--- config.mk ---
export PLATFORM = sky130hd
export DESIGN_NAME = enemy_ai
export DESIGN_NICKNAME = d
export VERILOG_FILES = /design/src/rtl/enemy_ai.sv
export SDC_FILE = /design/constraint.sdc
export NUM_CORES = 1
export LEC_CHECK = 0
export ABC_AREA = 1
export CORE_ASPECT_RATIO = 1.4
export CORE_MARGIN = 3
export CORE_UTILIZATION = 57
export CTS_CLUSTER_SIZE = 24
export DETAILED_ROUTE_END_ITERATION = 16
export DONT_BUFFER_PORTS = 1
export PLACE_DENSITY = 0.81
export SKIP_CTS_REPAIR_TIMING = 1
export SYNTH_ARGS = -nofsm -noshare
export SYNTH_HDL_FRONTEND = slang
export SYNTH_SLANG_ARGS = --single-unit
--- constraint.sdc ---
create_clock -name Clk -period 1.7 [get_ports Clk]
set_clock_uncertainty 0.15 [all_clocks]
set_input_delay 0 -clock Clk [delete_from_list [all_inputs] [get_ports Clk]]
set_output_delay 0 -clock Clk [all_outputs]
set_load 0.03 [all_outputs]
--- src/rtl/enemy_ai.sv ---
// Per-enemy behaviour controller: picks a movement direction each frame and tracks hits taken.
// Optional: define ENEMY_CHASE_EN to let type 2 (ReDead) chase the player when the player is nearby.
module enemy_ai #(
    parameter int unsigned HOLD_MIN    = 16,
    parameter logic [15:0] LFSR_SEED   = 16'hACE1,
    parameter int unsigned CHASE_RANGE = 128,
    parameter int unsigned STUN_FRAMES = 30
) (
    input  logic       Clk,
    input  logic       Reset,
    input  logic       frame_clk,
    input  logic       initialize,
    input  logic       active,
    input  logic [1:0] Enemy_Type,
    input  logic [9:0] Enemy_X,
    input  logic [9:0] Enemy_Y,
    input  logic [9:0] Player_X,
    input  logic [9:0] Player_Y,
    input  logic       hit,
    output logic [2:0] dir,
    output logic       damage,
    output logic       stunned
);
    localparam int unsigned HOLD_W = 8;
    localparam int unsigned HP_W   = 2;
    localparam logic [15:0] LFSR_TAPS = 16'hB400;

    localparam logic [2:0] DIR_NONE  = 3'd0;
    localparam logic [2:0] DIR_LEFT  = 3'd1;
    localparam logic [2:0] DIR_RIGHT = 3'd2;
    localparam logic [2:0] DIR_DOWN  = 3'd3;
    localparam logic [2:0] DIR_UP    = 3'd4;

    typedef enum logic [2:0] {
        ST_IDLE   = 3'd0,
        ST_WANDER = 3'd1,
`ifdef ENEMY_CHASE_EN
        ST_CHASE  = 3'd2,
`endif
        ST_STUN   = 3'd3,
        ST_DEAD   = 3'd4
    } state_e;

    state_e            state_q, state_d;
    logic [2:0]        dir_q, dir_d;
    logic              damage_q, damage_d;
    logic              stunned_q, stunned_d;
    logic [HP_W-1:0]   hp_q, hp_d;
    logic [HOLD_W-1:0] hold_q, hold_d;
    logic              vflag_q, vflag_d;
    logic              frame_q, frame_d;
    logic [15:0]       lfsr_q, lfsr_d;
    logic              hit_latch_q, hit_latch_d;

    logic              tick_c;
    logic              hit_now;
    logic [15:0]       lfsr_nxt;
    logic              fighting;

    // Frame edge detect, LFSR advance and hit capture
    always_comb begin
        frame_d     = frame_clk;
        tick_c      = frame_clk & ~frame_q;
        lfsr_nxt    = lfsr_q[0] ? ((lfsr_q >> 1) ^ LFSR_TAPS) : (lfsr_q >> 1);
        lfsr_d      = tick_c ? lfsr_nxt : lfsr_q;
        hit_now     = hit_latch_q | hit;
        hit_latch_d = tick_c ? 1'b0 : hit_now;
    end

`ifdef ENEMY_CHASE_EN
    logic signed [10:0] dx, dy;
    logic [10:0]        adx, ady;
    logic [11:0]        dist;
    logic               in_range;
    logic [2:0]         chase_dir;

    // Direction toward the player along the dominant axis; ties go to X
    always_comb begin
        dx        = $signed({1'b0, Player_X}) - $signed({1'b0, Enemy_X});
        dy        = $signed({1'b0, Player_Y}) - $signed({1'b0, Enemy_Y});
        adx       = dx[10] ? 11'(-dx) : 11'(dx);
        ady       = dy[10] ? 11'(-dy) : 11'(dy);
        dist      = 12'(adx) + 12'(ady);
        in_range  = dist < 12'(CHASE_RANGE);
        chase_dir = DIR_NONE;
        if (adx >= ady) begin
            if (adx != 11'd0) chase_dir = dx[10] ? DIR_LEFT : DIR_RIGHT;
        end else begin
            chase_dir = dy[10] ? DIR_UP : DIR_DOWN;
        end
    end

    assign fighting = (state_q == ST_WANDER) || (state_q == ST_CHASE);
`else
    logic unused_chase_c;
    assign unused_chase_c = ^{Enemy_X, Enemy_Y, Player_X, Player_Y, 32'(CHASE_RANGE)};
    assign fighting = (state_q == ST_WANDER);
`endif

    // Behaviour FSM: everything moves only on a frame tick
    always_comb begin
        state_d   = state_q;
        dir_d     = dir_q;
        damage_d  = damage_q;
        stunned_d = stunned_q;
        hp_d      = hp_q;
        hold_d    = hold_q;
        vflag_d   = vflag_q;
        if (tick_c) begin
            if (initialize || (state_q != ST_IDLE && !active)) begin
                state_d   = ST_IDLE;
                dir_d     = DIR_NONE;
                damage_d  = 1'b0;
                stunned_d = 1'b0;
                hold_d    = '0;
                vflag_d   = 1'b0;
            end else if (fighting && hit_now) begin
                hp_d   = hp_q - HP_W'(1);
                dir_d  = DIR_NONE;
                hold_d = '0;
                if (hp_q <= HP_W'(1)) begin
                    state_d  = ST_DEAD;
                    damage_d = 1'b1;
                end else begin
                    state_d   = ST_STUN;
                    stunned_d = 1'b1;
                    hold_d    = HOLD_W'(STUN_FRAMES - 1);
                end
            end else begin
                case (state_q)
                    ST_IDLE: begin
                        dir_d = DIR_NONE;
                        if (active) begin
                            hp_d    = (Enemy_Type == 2'd2) ? HP_W'(2) : HP_W'(1);
                            state_d = ST_WANDER;
                            hold_d  = '0;
                            vflag_d = 1'b0;
                        end
                    end
                    ST_WANDER: begin
`ifdef ENEMY_CHASE_EN
                        if (Enemy_Type == 2'd2 && in_range) begin
                            state_d = ST_CHASE;
                            dir_d   = chase_dir;
                        end else
`endif
                        if (hold_q == '0) begin
                            hold_d = HOLD_W'(HOLD_MIN) + HOLD_W'(lfsr_nxt[5:2]);
                            if (Enemy_Type == 2'd3) begin
                                dir_d   = vflag_q ? DIR_UP : DIR_DOWN;
                                vflag_d = ~vflag_q;
                            end else begin
                                dir_d = 3'({1'b0, lfsr_nxt[1:0]}) + 3'd1;
                            end
                        end else begin
                            hold_d = hold_q - HOLD_W'(1);
                        end
                    end
`ifdef ENEMY_CHASE_EN
                    ST_CHASE: begin
                        if (!in_range) begin
                            state_d = ST_WANDER;
                            hold_d  = '0;
                        end else begin
                            dir_d = chase_dir;
                        end
                    end
`endif
                    ST_STUN: begin
                        dir_d = DIR_NONE;
                        if (hold_q == '0) begin
                            state_d   = ST_WANDER;
                            stunned_d = 1'b0;
                        end else begin
                            hold_d = hold_q - HOLD_W'(1);
                        end
                    end
                    ST_DEAD: begin
                        dir_d    = DIR_NONE;
                        damage_d = 1'b1;
                    end
                    default: state_d = ST_IDLE;
                endcase
            end
        end
    end

    always_ff @(posedge Clk or negedge Reset) begin
        if (!Reset) begin
            state_q     <= ST_IDLE;
            dir_q       <= DIR_NONE;
            damage_q    <= 1'b0;
            stunned_q   <= 1'b0;
            hp_q        <= '0;
            hold_q      <= '0;
            vflag_q     <= 1'b0;
            frame_q     <= 1'b0;
            lfsr_q      <= LFSR_SEED;
            hit_latch_q <= 1'b0;
        end else begin
            state_q     <= state_d;
            dir_q       <= dir_d;
            damage_q    <= damage_d;
            stunned_q   <= stunned_d;
            hp_q        <= hp_d;
            hold_q      <= hold_d;
            vflag_q     <= vflag_d;
            frame_q     <= frame_d;
            lfsr_q      <= lfsr_d;
            hit_latch_q <= hit_latch_d;
        end
    end

    assign dir     = dir_q;
    assign damage  = damage_q;
    assign stunned = stunned_q;

endmodule

==> results by group, run 1 <==
Detailed routing
  – Count of TritonRoute iterations in the first routing pass: 7
  – Drt total wl: ~5600 um
  – Per-cell routed wire length: about 15 um
  – Via count: 2034
  – Final antenna-violating net count: 0
  – Count of routing violations after the opening detailed-route iteration: 176
  – Detailed-route DRC error count: 0
  – Vias per cell: ~5.6

Clock network
  – Number of CTS-inserted buffers: 5
  – Clock insertion delay at the later pin of the skew report: 300 ps
  – CTS clock-pin slew for the worst setup and hold paths: roughly 80 ps
  – CTS Root Cell: sky130_fd_sc_hd__clkbuf_8
  – H-tree level count: 2
  – Buffer levels on the longest clock path: 2
  – CTS tree: done
  – Clk sink count: 37

Critical path
  – Reg-to-reg setup timing slack: -10 ps
  – Worst setup SP type: flop
  – Maximum fanout along the worst path: 6
  – Sequence of cells on the critical path: nor2_4, nand2_2, nand2_4, nand2_4, nor2_4, o21ai_2, nand2_2, nand2_1, o21ai_1
  – CP Data Required Time: between 1500 and 2000 ps
  – Cell depth of the worst flop-to-flop path: 9
  – Worst EP arrival: roughly 1800 ps
  – Destination of the worst register-to-register timing path: state_q[1]
  – Critical path class: reg -> reg
  – Critical R2R Launch: state_q[1]
  – Crit path largest cell delay: 460 ps
  – CP Capture Type: flop
  – Cell with the largest stage delay on the worst path: sky130_fd_sc_hd__dfrtp_2

Power and ir drop
  – NetSw: 0.00211 W
  – Leakage power summed over all cells: between 1 and 1.5 nW
  – Power density over cell area: roughly 1800 nW/um^2
  – Sequential share of power: 0.300
  – Sw Share: 0.442
  – Maximum resistive drop on vdd: about 1.3 mV
  – Clock power share: 0.167
  – Power share of the combinational group: 0.533
  – Cell-internal power: between 0.002 and 0.003 W

Placed design
  – Number of buffers added on ports: 0
  – Total half-perimeter wirelength after legalization and detailed placement: ~3500 um
  – Routability Congestion: 0.858

GRT
  – Via count of the first global-routing pass: approximately 1800
  – Fraction of met2 tracks used by global routing: 0.409
  – Met3 track demand over resource: 0.0434
  – Largest net degree at the start of global routing: 38
  – Global routing usage on met1: 0.251
  – Global routing's busiest layer: met2
  – Total Routing Usage GR: 0.228
  – Global-route wire length before repair: 8160 um
  – GRT Residual Overflow: 0
  – Initial antenna violation count: 0

Die
  – Die span in y: 80.2 um
  – Initial core utilization: 0.604
  – Area of the die: 4730 sq um
  – Count of pins on the block boundary: between 50 and 60
  – Horizontal die dimension: ~60 um
  – Core area: roughly 3700 sq um
  – Count of standard-cell rows: 26

Timing
  – Unrepaired setup endpoints after global routing: true
  – Setup Total Neg Slack: -10.0 ps
  – Final Max Tran Viols: 0
  – Fmax: between 0.5 and 0.6 GHz
  – Count of final setup violators: 1
  – Worst slew margin: 0.768
  – Worst Setup Slack, final: -10.0 ps
  – Transition time at the pin with the least slew margin: roughly 350 ps
  – Final period util: 1.01
  – Final count of hold timing violations: 3
  – Minimum hold slack: -3.35 ps
  – Tmin final: 1710 ps

Logic synthesis
  – Share of synthesized area occupied by flip-flops and latches: 0.418
  – Area of the mapped netlist: roughly 2200 sq um
  – Number of nets in the synthesized netlist: ~340
  – Top-area cell type share of the netlist area: 0.324
  – Ys flop type: sky130_fd_sc_hd__dfrtp_1
  – Number of instances in the synthesized netlist: 286
  – Mean cell area of the mapped netlist: between 7 and 8 sq um
  – Synth Register Bits: 37
  – Async set-reset flop share out of synthesis: 1.00
  – Leading area contributor after synthesis: sky130_fd_sc_hd__dfrtp_1
  – Number of warning messages in the yosys log: 0
  – Leading cell types by total area after synthesis: sky130_fd_sc_hd__dfrtp_1 (32%), sky130_fd_sc_hd__nand2_1 (16%), sky130_fd_sc_hd__dfstp_2 (9.4%)
  – Cell variety after synth: 31
  – Number of enable flip-flop cells after synthesis: 0

Finish
  – Fraction of layout cells with a size suffix above 1: 0.287
  – Antenna Cells: 0
  – Area added between synthesis and finish: 21.8%
  – # fillers: 283
  – Footprint of the multi-input gates: approximately 1200 sq um
  – Sequential Area: between 900 and 1000 sq um
  – Number of nets in the layout: between 300 and 400

Run status
  – Violations in the final reports: negative hold slack, negative setup slack
  – Status: finished with violations

Flow run
  – Max-capacitance violation count: 0

Hold path
  – Type of the most critical hold path: in -> async
-- cell usage in the layout, fill, tap and decap left out, types with 8 or more instances in the layout --
master / instances
sky130_fd_sc_hd__buf_4: 24
sky130_fd_sc_hd__nor2_1: 15
sky130_fd_sc_hd__dfrtp_1: 26
sky130_fd_sc_hd__o21ai_0: 18
sky130_fd_sc_hd__nand3_1: 22
sky130_fd_sc_hd__nand2_1: 93
sky130_fd_sc_hd__nand2_2: 9
sky130_fd_sc_hd__nor2_4: 9
sky130_fd_sc_hd__dfstp_2: 8
sky130_fd_sc_hd__inv_1: 21
-- worst max-delay path, delay by kind of cell, from the launching register on --
kind | cells | cell delay [ps]
AND/OR/NAND/NOR | 7 | 830
flip-flops | 1 | 460
AO/OA/AOI/OAI | 2 | 170
-- worst max-delay path by stage --
stage                    start    endpoint  slack (ps)  depth (start not counted)
floorplan            hold_q[0]   hold_q[3]          70                          9
global placement    state_q[1]   hold_q[2]          50                          8
detailed placement  state_q[1]   hold_q[2]          -4                          8
CTS                 state_q[1]   hold_q[2]         -20                          8
global route        state_q[2]     hp_q[1]         -80                          8
finish              state_q[1]  state_q[1]         -10                          9
-- per-stage QoR --
step,setup slack [ps],utilization,total power (W),std cells,instance area [sq um]
floorplan,70.5,-,0.00289,286,2240
global placement,51.9,0.634,0.00336,333,2350
detailed placement,-4.31,0.634,0.00342,333,2350
CTS,-21.8,0.666,0.00423,341,2470
global route,-79.0,0.736,0.00505,363,2730
finish,-10.0,0.736,0.00479,363,2730
-- power groups by stage --
stage / logic [W] / registers, W / clock network, W
2_1_floorplan: 0.00151 / 0.00138 / 0
3_3_place_gp: 0.00193 / 0.00142 / 0
3_5_place_dp: 0.00198 / 0.00144 / 0
4_1_cts: 0.00200 / 0.00142 / 0.000810
5_1_grt: 0.00275 / 0.00146 / 0.000839
6_report: 0.00255 / 0.00144 / 0.000798
-- flip-flops by register name, indices dropped and copies added, names as in the netlist --
register,flops
lfsr_q,16
hp_q,2
vflag_q,1
state_q,3
frame_q,1
hit_latch_q,1
hold_q,8
dir,3
stunned,1
damage,1
-- logic make-up (layout without fill, tap and decap cells) --
group	after synthesis	after routing	share of synthesized area
AND/OR/NAND/NOR	176	177	0.406
AO/OA/AOI/OAI	28	28	0.0653
flip-flops	37	37	0.418
adder cells (fa/ha/maj)	4	4	0.0223
XOR/XNOR	8	8	0.0313
buffers and inverters	33	67	0.0569
-- Yosys cell counts (2+ instances only) --
master,number
sky130_fd_sc_hd__nand2_1,97
sky130_fd_sc_hd__dfrtp_1,29
sky130_fd_sc_hd__nand3_1,23
sky130_fd_sc_hd__inv_1,22
sky130_fd_sc_hd__nor2_1,19
sky130_fd_sc_hd__o21ai_0,18
sky130_fd_sc_hd__dfstp_2,8
sky130_fd_sc_hd__nand2_2,8
sky130_fd_sc_hd__nor2_4,7
sky130_fd_sc_hd__o21ai_1,6
sky130_fd_sc_hd__xnor2_1,6
sky130_fd_sc_hd__clkbuf_1,4
sky130_fd_sc_hd__ha_1,4
sky130_fd_sc_hd__inv_2,4
sky130_fd_sc_hd__nor2_2,4
sky130_fd_sc_hd__nand2_4,3
sky130_fd_sc_hd__nand3_4,3
sky130_fd_sc_hd__nand4_1,3
sky130_fd_sc_hd__nor3_1,3
sky130_fd_sc_hd__a21oi_1,2
sky130_fd_sc_hd__nor2_8,2
sky130_fd_sc_hd__xor2_1,2
-- layer usage --
| metal | up-vias | part of all wire | wire, um |
|---|---|---|---|
| met4 | 0 | 0.033 | 182 |
| met1 | 962 | 0.36 | 2030 |
| met2 | 82 | 0.54 | 3010 |
| met3 | 23 | 0.065 | 363 |
| met5 | - | 0 | 0 |
| li1 | 967 | - | - |
-- area by class of cell --
class | count | share of cell area
clock buffer | 6 | 0.0302
clock inverter | 2 | 0.0137
inverter | 28 | 0.0403
multi-input combinational | 217 | 0.456
sequential | 37 | 0.344
tap | 42 | 0.0192
timing repair buffer | 31 | 0.0958
(Power assumes the default switching activity.)
==> inputs of run 2 (changes only) <==
==> constraint.sdc (replaced) <==
create_clock -name Clk -period 1.7 [get_ports Clk]
set_clock_uncertainty 0.15 [all_clocks]
set_input_delay 0.085 -clock Clk [delete_from_list [all_inputs] [get_ports Clk]]
set_output_delay 0.085 -clock Clk [all_outputs]
set_load 0.03 [all_outputs]
==> run 2 against run 1 <==
Compared with the run above: the run still ends with negative hold slack, negative setup slack left; critical endpoint unchanged; via count down 0.84%; clock power hardly changed; maximum frequency fell by 0.17%; cell area shrank 0.37%; non-clock buffer count shrank 1; clock-buffer cell count stayed put; sequential power about the same; register-to-register slack is essentially flat.
==> results by group, run 2 (synthesized netlist as in run 1, its figures left out) <==
Clock network
  – Clk sink count: 37 (unchanged)
  – CTS tree: done
  – Number of CTS-inserted buffers: 5 (unchanged)
  – CTS clock-pin slew for the worst setup and hold paths: 80 ps (about the same)
  – CTS Root Cell: sky130_fd_sc_hd__clkbuf_8
  – Clock insertion delay at the later pin of the skew report: 300 ps (about the same)
  – Buffer levels on the longest clock path: 2 (unchanged)
  – H-tree level count: 2 (unchanged)

Critical path
  – CP Data Required Time: 1770 ps (about the same)
  – Buffers plus inverters on the worst setup path: 0 (unchanged)
  – Maximum fanout along the worst path: 6 (unchanged)
  – Critical path class: reg -> reg
  – Critical R2R Launch: state_q[1]
  – CP Capture Type: flop
  – Worst setup SP type: flop
  – Crit path largest cell delay: 460 ps (about the same)
  – Sequence of cells on the critical path: nor2_4, nand2_2, nand2_4, nand2_4, nor2_4, o21ai_2, nand2_2, nand2_1, o21ai_1
  – Destination of the worst register-to-register timing path: state_q[1]
  – Cell depth of the worst flop-to-flop path: 9 (unchanged)
  – Family with the most delay on the worst path: simple AND/OR/NAND/NOR gates
  – Worst EP arrival: 1780 ps (about the same)
  – Reg-to-reg setup timing slack: -10 ps (about the same)
  – Cell with the largest stage delay on the worst path: sky130_fd_sc_hd__dfrtp_2

Finish
  – Fraction of layout cells with a size suffix above 1: 0.288 (+0.000896)
  – Design area: 2720 sq um (-0.37%)
  – Commonest non-fill, non-tap cell in the layout: sky130_fd_sc_hd__nand2_1
  – Max FFs per register: 16 (unchanged)
  – End-of-flow core utilization: 0.733 (-0.00270)
  – Register containing the most flip-flops in the final layout: lfsr_q
  – Area added between synthesis and finish: 21.4%
  – Number of nets in the layout: 371 (-0.27%)
  – Regs by FF count: lfsr_q (16), hold_q (8)
  – Antenna Cells: 0 (unchanged)
  – Leading cell types in the layout, fill and taps excluded: sky130_fd_sc_hd__nand2_1 (93), sky130_fd_sc_hd__dfrtp_1 (26), sky130_fd_sc_hd__buf_4 (24), sky130_fd_sc_hd__nand3_1 (22), sky130_fd_sc_hd__inv_1 (21)
  – # fillers: 288 (+1.8%)

GRT
  – Initial antenna violation count: 0 (unchanged)
  – Via count of the first global-routing pass: 1843 (unchanged)
  – GRT Residual Overflow: 0 (unchanged)
  – Global-route wire length before repair: 8160 um (unchanged)
  – Largest net degree at the start of global routing: 38 (unchanged)
  – Total Routing Usage GR: 0.228 (unchanged)

Flow run
  – Max-capacitance violation count: 0 (unchanged)

Power and ir drop
  – Leakage power summed over all cells: 1.33 nW (-0.31%)
  – Maximum resistive drop on vdd: 1.34 mV (+4.5%)
  – Power density over cell area: 1760 nW/um^2 (+0.13%)

Die
  – Area of the die: 4730 sq um (unchanged)
  – Count of standard-cell rows: 26 (unchanged)
  – Die span in y: 80.2 um (unchanged)
  – Count of pins on the block boundary: 53 (unchanged)
  – Horizontal die dimension: 59.0 um (unchanged)
  – Core area: 3710 sq um (unchanged)
  – Initial core utilization: 0.604 (unchanged)

Placed design
  – Routability Congestion: 0.858 (unchanged)
  – Total half-perimeter wirelength after legalization and detailed placement: 3490 um (unchanged)
  – Placed cell area: 2350 sq um (unchanged)
  – Number of buffers added on ports: 0 (unchanged)

Timing
  – Tmin final: 1710 ps (+2.88 ps)
  – Transition time at the pin with the least slew margin: 356 ps (+8.03 ps)
  – Final period util: 1.01 (+0.00169)
  – Minimum hold slack: -35.8 ps (-32.4 ps)
  – Final Max Tran Viols: 0 (unchanged)
  – Final count of hold timing violations: 4 (+1)
  – Worst slew margin: 0.762 (-0.00536)
  – Worst Setup Slack, final: -12.9 ps (-2.88 ps)
  – Unrepaired setup endpoints after global routing: true
  – Fmax: 0.584 GHz (-0.17%)
  – Count of final setup violators: 1 (unchanged)

Hold path
  – Endpoint of the worst hold-timing path: hp_q[1]
  – Hold path depth: 4
  – Type of the most critical hold path: in -> reg
  – Startpoint of the worst hold path: Enemy_Type[0]

Detailed routing
  – Count of TritonRoute iterations in the first routing pass: 5 (-2)
  – Vias per cell: 5.57 (-0.56%)
  – Final antenna-violating net count: 0 (unchanged)
  – Drt total wl: 5540 um (-0.86%)
  – Count of routing violations after the opening detailed-route iteration: 136 (-23%)
  – Per-cell routed wire length: 15.3 um (-0.59%)
  – Via count: 2017 (-0.84%)
  – Detailed-route DRC error count: 0 (unchanged)

Run status
  – Status: finished with violations
  – Violations in the final reports: negative hold slack, negative setup slack
[run 2: cell types whose count changed in the layout (fill, tap and decap cells not counted), sizes merged]
cell and delta:
dlygate4sd3 -1
[run 2: how the worst max path moves through the flow]
stage                     from    endpoint  slack (ps)  cells after the start
floorplan            hold_q[0]   hold_q[3]          70                      9
global placement    state_q[1]   hold_q[2]          50                      8
detailed placement  state_q[1]   hold_q[2]          -4                      8
CTS                 state_q[1]   hold_q[2]         -20                      8
global route        state_q[1]  state_q[1]        -100                      9
finish              state_q[1]  state_q[1]         -10                      9
[run 2: final cells by class]
cell class              instances  area (sq um)  area share
multi-input cells             217          1250       0.458
flip-flops and latches         37           940       0.345
repair buffers                 30           251      0.0925
inverters                      28           110      0.0405
clock buffers                   6          82.6      0.0304
well taps                      42          52.6      0.0193
clock inverters                 2          37.5      0.0138
[run 2: metrics by stage]
| step | total power [W] | hold WS (ps) | setup WS (ps) | cells | TNS (ps) |
|---|---|---|---|---|---|
| 5_1_grt | 0.00505 | 20.6 | -100 | 362 | -848 |
| 6_report | 0.00477 | -35.8 | -12.9 | 362 | -12.9 |
| 3_5_place_dp | 0.00342 | -360 | -4.31 | 333 | -4.31 |
| 4_1_cts | 0.00423 | -682 | -21.8 | 341 | -52.9 |
| 2_1_floorplan | 0.00289 | -361 | 70.5 | 286 | 0 |
| 3_3_place_gp | 0.00336 | -360 | 51.9 | 333 | 0 |
[run 2: power by group]
group	total [W]	internal (W)	switching, W
sequential	0.00143	0.00116	0.000271
combinational	0.00255	0.00103	0.00151
clock	0.000795	0.000477	0.000318
[run 2: worst register-to-register path, cell delays in order, from the launching register on]
cell and delay (ps):
sky130_fd_sc_hd__dfrtp_2 460, sky130_fd_sc_hd__nor2_4 140, sky130_fd_sc_hd__nand2_2 100, sky130_fd_sc_hd__nand2_4 120, sky130_fd_sc_hd__nand2_4 100, sky130_fd_sc_hd__nor2_4 180, sky130_fd_sc_hd__o21ai_2 80, sky130_fd_sc_hd__nand2_2 120
sky130_fd_sc_hd__nand2_1 80, sky130_fd_sc_hd__o21ai_1 100
[run 2: per-layer routing]
metal  global-route usage  wire, um  vias up
met4                0.104       204        0
met2                0.409      3010       69
li1                     -         -      969
met3               0.0434       235       23
met5                    0         0        -
met1                0.251      2090      956
